**config.mk**
```make
export PLATFORM = sky130hd
export DESIGN_NAME = axis_filter_arbiter
export DESIGN_NICKNAME = d
export VERILOG_FILES = /design/src/rtl/axis_filter_arbiter.sv
export SDC_FILE = /design/constraint.sdc
export NUM_CORES = 1
export LEC_CHECK = 0
export ABC_AREA = 1
export BUFFER_PORTS_ARGS = -buffer_cell sky130_fd_sc_hd__buf_4
export CAP_MARGIN = 20
export CORE_AREA = 2 2 480 482
export CTS_CLUSTER_SIZE = 8
export DETAILED_ROUTE_END_ITERATION = 8
export DIE_AREA = 0 0 482 484
export PLACE_DENSITY_LB_ADDON = 0.2
export SLEW_MARGIN = 15
export SYNTH_ARGS = -nofsm -noshare
export SYNTH_HDL_FRONTEND = slang
export SYNTH_SLANG_ARGS = --single-unit
```
**constraint.sdc**
```tcl
create_clock -name clk -period 3.16 [get_ports clk]
set_input_delay 0.158 -clock clk [delete_from_list [all_inputs] [get_ports clk]]
set_output_delay 0.158 -clock clk [all_outputs]
set_load 0.02 [all_outputs]
```
**src/rtl/axis_filter_arbiter.sv**
```systemverilog
// Shares one streaming filter between two AXI-Stream requesters. Whole frames are
// granted round-robin, and a tag FIFO routes each filtered beat back to its owner.
module axis_filter_arbiter #(
  parameter int unsigned W         = 200,
  parameter int unsigned TAG_DEPTH = 8
) (
  input  logic         clk,
  input  logic         rstn,

  input  logic         s0_valid,
  output logic         s0_ready,
  input  logic         s0_last,
  input  logic [W-1:0] s0_data,

  input  logic         s1_valid,
  output logic         s1_ready,
  input  logic         s1_last,
  input  logic [W-1:0] s1_data,

  output logic         f_s_valid,
  input  logic         f_s_ready,
  output logic [W-1:0] f_s_data,

  input  logic         f_m_valid,
  output logic         f_m_ready,
  input  logic [W-1:0] f_m_data,

  output logic         m0_valid,
  input  logic         m0_ready,
  output logic         m0_last,
  output logic [W-1:0] m0_data,

  output logic         m1_valid,
  input  logic         m1_ready,
  output logic         m1_last,
  output logic [W-1:0] m1_data,

  output logic [1:0]   grant,
  output logic         tag_err
);

  localparam int unsigned PTR_W = $clog2(TAG_DEPTH);
  localparam int unsigned CNT_W = $clog2(TAG_DEPTH) + 1;

  // The state encoding doubles as the one-hot grant, so grant comes straight from a flop.
  typedef enum logic [1:0] {
    IDLE   = 2'b00,
    GRANT0 = 2'b01,
    GRANT1 = 2'b10
  } state_e;

  typedef struct packed {
    logic id;
    logic last;
  } tag_t;

  state_e           state_q, state_d;
  logic             rr_last_q, rr_last_d;
  logic [PTR_W-1:0] wr_ptr_q, wr_ptr_d;
  logic [PTR_W-1:0] rd_ptr_q, rd_ptr_d;
  logic [CNT_W-1:0] count_q, count_d;
  logic             tag_err_q, tag_err_d;
  tag_t             tag_mem [TAG_DEPTH];

  logic tag_full;
  logic tag_empty;
  logic push;
  logic pop;
  tag_t push_tag;
  tag_t head_tag;

  assign tag_full  = (count_q == CNT_W'(TAG_DEPTH));
  assign tag_empty = (count_q == '0);
  assign head_tag  = tag_mem[rd_ptr_q];

  // Input side: the owner's stream passes straight through to the filter.
  // NOTE: every signal written in always_comb gets a default first, so no path can infer a latch.
  always_comb begin
    s0_ready  = 1'b0;
    s1_ready  = 1'b0;
    f_s_valid = 1'b0;
    f_s_data  = s0_data;
    push_tag  = '{id: 1'b0, last: s0_last};
    unique case (state_q)
      GRANT0: begin
        f_s_valid = s0_valid & ~tag_full;
        s0_ready  = f_s_ready & ~tag_full;
      end
      GRANT1: begin
        f_s_valid = s1_valid & ~tag_full;
        s1_ready  = f_s_ready & ~tag_full;
        f_s_data  = s1_data;
        push_tag  = '{id: 1'b1, last: s1_last};
      end
      default: ;
    endcase
  end

  assign push = f_s_valid & f_s_ready;

  // Grant is held for a whole frame; the requester not served last wins a tie.
  always_comb begin
    state_d   = state_q;
    rr_last_d = rr_last_q;
    unique case (state_q)
      IDLE: begin
        if (s0_valid && s1_valid) state_d = rr_last_q ? GRANT0 : GRANT1;
        else if (s0_valid)        state_d = GRANT0;
        else if (s1_valid)        state_d = GRANT1;
      end
      GRANT0: begin
        if (push && push_tag.last) begin
          state_d   = IDLE;
          rr_last_d = 1'b0;
        end
      end
      GRANT1: begin
        if (push && push_tag.last) begin
          state_d   = IDLE;
          rr_last_d = 1'b1;
        end
      end
      default: state_d = IDLE;
    endcase
  end

  // Output side: the head tag steers the filtered beat; an empty FIFO blocks everything.
  always_comb begin
    m0_valid  = f_m_valid & ~tag_empty & ~head_tag.id;
    m1_valid  = f_m_valid & ~tag_empty &  head_tag.id;
    f_m_ready = ~tag_empty & (head_tag.id ? m1_ready : m0_ready);
    m0_data   = f_m_data;
    m1_data   = f_m_data;
    m0_last   = head_tag.last;
    m1_last   = head_tag.last;
  end

  assign pop = f_m_valid & f_m_ready;

  always_comb begin
    wr_ptr_d  = push ? wr_ptr_q + 1'b1 : wr_ptr_q;
    rd_ptr_d  = pop  ? rd_ptr_q + 1'b1 : rd_ptr_q;
    count_d   = count_q;
    if (push && !pop)      count_d = count_q + 1'b1;
    else if (!push && pop) count_d = count_q - 1'b1;
    tag_err_d = tag_err_q | (f_m_valid & tag_empty);
  end

  // NOTE: sequential state is written with non-blocking assignments only, so every flop
  // samples pre-edge values regardless of process evaluation order.
  always_ff @(posedge clk or negedge rstn) begin
    if (!rstn) begin
      state_q   <= IDLE;
      rr_last_q <= 1'b1;
    end else begin
      state_q   <= state_d;
      rr_last_q <= rr_last_d;
    end
  end

  always_ff @(posedge clk or negedge rstn) begin
    if (!rstn) begin
      wr_ptr_q  <= '0;
      rd_ptr_q  <= '0;
      count_q   <= '0;
      tag_err_q <= 1'b0;
    end else begin
      wr_ptr_q  <= wr_ptr_d;
      rd_ptr_q  <= rd_ptr_d;
      count_q   <= count_d;
      tag_err_q <= tag_err_d;
    end
  end

  // NOTE: tag storage is not reset; an entry is only read after count_q says it was written.
  always_ff @(posedge clk) begin
    if (push) tag_mem[wr_ptr_q] <= push_tag;
  end

  assign grant   = state_q;
  assign tag_err = tag_err_q;

endmodule
```
==> results.json <==
{
  "crit_fanout": 49,
  "cpPeakStageDelay_ns": 0.53,
  "drtIter0Drc": 527,
  "synth-seq-cells": 30,
  "crit_end": "f_s_data[89]",
  "power_density_nw_per_um2": 815,
  "maxCapViolations": 0,
  "die_y_um": 484,
  "overflow": 0,
  "drc": 0,
  "peakVddDrop_mv": 0.288,
  "leakagePower_nw": 5.67,
  "dieArea_sq_um": 233000,
  "place_congestion": 0.870,
  "start_util": 0.0312,
  "grtUsageTotal": 0.109,
  "worst_path_most_repeated_cell": "buf_4",
  "rsz0062_at_grt": "no",
  "slew_headroom": 0.449,
  "fillers": 27300,
  "worstReg2RegEnd": "count_q[3]$_DFFE_PN0P_",
  "max_freq_mhz": 369,
  "clk_path_buf_depth": 2,
  "setup_viol": 0,
  "r2r_slack_ns": 0.52,
  "fp-row-count": 176,
  "drv_slew": 0,
  "antenna_left": 0,
  "drt_first_pass_iters": 5,
  "intPower_mw": 3.59,
  "dp_hpwl_um": 126000,
  "ys_seq_area_frac": 0.117,
  "wirelength_um": 134000,
  "ys_top_cells_by_count": "nand2_1, buf_4, buf_2, inv_1",
  "synth_top_area_frac": 0.422,
  "outcome": "finished clean",
  "synth_edf_count": 16,
  "synth_ff_type": "edfxtp_1",
  "timing_hold_violations_final": 0,
  "clock_latency_ns": 0.28,
  "rr_worst_depth": 16,
  "grt_first_pass_wirelength_um": 152000,
  "grt_pass1_vias": 8646,
  "multi_input_area_sq_um": 2990,
  "combPwrFrac": 0.874,
  "cts_root_buf": "clkbuf_16",
  "nets": 2034,
  "htreeDepth": 2,
  "wire_per_inst_um": 29.9,
  "regArea_sq_um": 832,
  "async_reset_ff_frac": 0.467,
  "netlist_area_sq_um": 7130,
  "path_clk_slew_ns": 0.05,
  "crit_required_ns": 3.00,
  "finalInstanceArea_sq_um": 12800,
  "cts_sinks": 30,
  "cts_resized": 0,
  "vias_per_cell": 1.96,
  "r2r_start": "rd_ptr_q[0]$_DFFE_PN0P_",
  "yosys.area.top_type": "buf_4",
  "critPathCaptureType": "output pin",
  "setup_tns_ns": 0,
  "cts_tree": "yes",
  "grt_max_degree": 76,
  "cp_cell_sequence": "inv_1 -> ha_4 -> buf_4 -> buf_4 -> nand2_1 -> nand2_1 -> buf_4",
  "crit_slowest_cell": "buf_4",
  "syn_nets": 1844,
  "critical_path_class": "flip-flop to output pin",
  "worst_pin_slew_ns": 0.826,
  "antenna_found_initial": 103,
  "syn_inst": 1225,
  "hold_class": "primary input to flip-flop",
  "crit_start": "grant[0]$_DFFE_PN0P_",
  "synth_area_leaders": "buf_4, nand2_1, edfxtp_1",
  "clkPwrFrac": 0.062,
  "die_w_um": 482,
  "ys_warn_count": 0,
  "syn_to_final_growth_pct": 78.8,
  "cp.arrival_ns": 2.55,
  "dr_total_vias": 8750,
  "clock_skew_ns": 0.00307,
  "cts_inserted_buffers": 5,
  "fin_crit_sh": 0.858,
  "synth_most_common_cell": "nand2_1",
  "io_pins": 1221,
  "power_switching_mw": 6.81,
  "drive_gt1_frac": 0.469,
  "avgSynthCellArea_sq_um": 5.82,
  "switching_share": 0.655,
  "pwr-share-seq": 0.064,
  "place_area_sq_um": 12500,
  "core-area_sq_um": 229000,
  "io_buffers": 620,
  "crit_path_start_kind": "flip-flop",
  "ys_types": 36,
  "min_period_ns": 2.71
}
[cells in the final DEF, fill, tap and decap left out, drive strengths merged]
master	count
nand4	1
ha	8
xnor2	2
o21ai	11
a31oi	2
nand3	12
edfxtp	16
a21oi	1
fa	1
o211ai	2
a21o	1
xor2	3
o22ai	1
dlygate4sd3	1
a31o	1
dfstp	1
bufinv	2
inv	26
or2	1
nor2	25
clkbuf	6
buf	629
nand2	650
diode	23
dfrtp	13
[layer usage]
metal	global-route usage	up-vias	share of wire
met5	0.00311	-	0.0052
met4	0.0306	94	0.034
met3	0.108	352	0.21
met2	0.167	919	0.42
met1	0.101	3693	0.32
li1	-	3692	-
[worst max-delay path, delay by kind of cell, from the launching register on]
kind,cells,cell delay [ns]
buffers and inverters,4,1.26
flip-flops,1,0.41
AND/OR/NAND/NOR,2,0.33
adder cells (fa/ha/maj),1,0.17
[how the worst min path moves through the flow]
stage | slack (ns) | cells past startpoint | endpoint | start
after floorplan | -0.14 | 0 | count_q[0]$_DFFE_PN0P_ | rstn
after global placement | 0.05 | 1 | count_q[1]$_DFFE_PN0P_ | rstn
after detailed placement | 0.05 | 1 | count_q[1]$_DFFE_PN0P_ | rstn
after CTS | 0.19 | 3 | rd_ptr_q[1]$_DFFE_PN0P_ | f_m_valid
after global routing | 0.21 | 3 | rd_ptr_q[2]$_DFFE_PN0P_ | f_m_valid
final | 0.19 | 3 | rd_ptr_q[1]$_DFFE_PN0P_ | f_m_valid
[power by group through the flow]
stage	registers, mW	logic (mW)	clock network (mW)
detailed placement	0.673	9.77	0
global placement	0.670	9.81	0
CTS	0.668	9.80	0.664
global route	0.687	9.92	0.673
finish	0.666	9.08	0.645
floorplan	0.642	4.48	0
[cell type report]
type                            count  area share
Timing Repair Buffer              630       0.375
Clock inverter                      2     0.00471
Inverter                           26     0.00883
Antenna cell                       23     0.00451
Sequential cell                    30      0.0652
Tap cell                         3026       0.297
Multi-Input combinational cell    722       0.234
Clock buffer                        6      0.0109
[flip-flops by register name, indices dropped and copies added (netlist names)]
name,cells
grant,2
tag_mem,16
tag_err,1
rd_ptr_q,3
count_q,4
wr_ptr_q,3
rr_last_q,1
[through the flow]
stage	worst slack [ns]	util	instances	power (mW)	hold WS (ns)
2_1_floorplan	0.603	-	1225	5.12	-0.138
3_3_place_gp	0.466	0.0547	4433	10.5	0.0465
3_5_place_dp	0.528	0.0547	4433	10.4	0.0459
4_1_cts	0.385	0.0556	4442	11.1	0.191
5_1_grt	0.269	0.0556	4443	11.3	0.207
6_report	0.450	0.0558	4465	10.4	0.187
[logic make-up (layout without fill, tap and decap cells)]
logic type / count (synthesis) / count (layout) / synth area share
compound gates: 19 / 19 / 0.0161
xor+xnor: 5 / 5 / 0.00614
fa+ha+maj: 9 / 9 / 0.0168
buf+inv: 473 / 664 / 0.466
flops: 30 / 30 / 0.117
other cells: 0 / 23 / 0
simple gates: 689 / 689 / 0.378
[repair_timing]
item,4_1_cts,5_1_grt
hold buffers,1,0
endpoints found under the hold margin,14,0
endpoints found under the setup margin,0,0
setup buffers,0,0
Note: power is estimated with default switching activity, not from simulation.
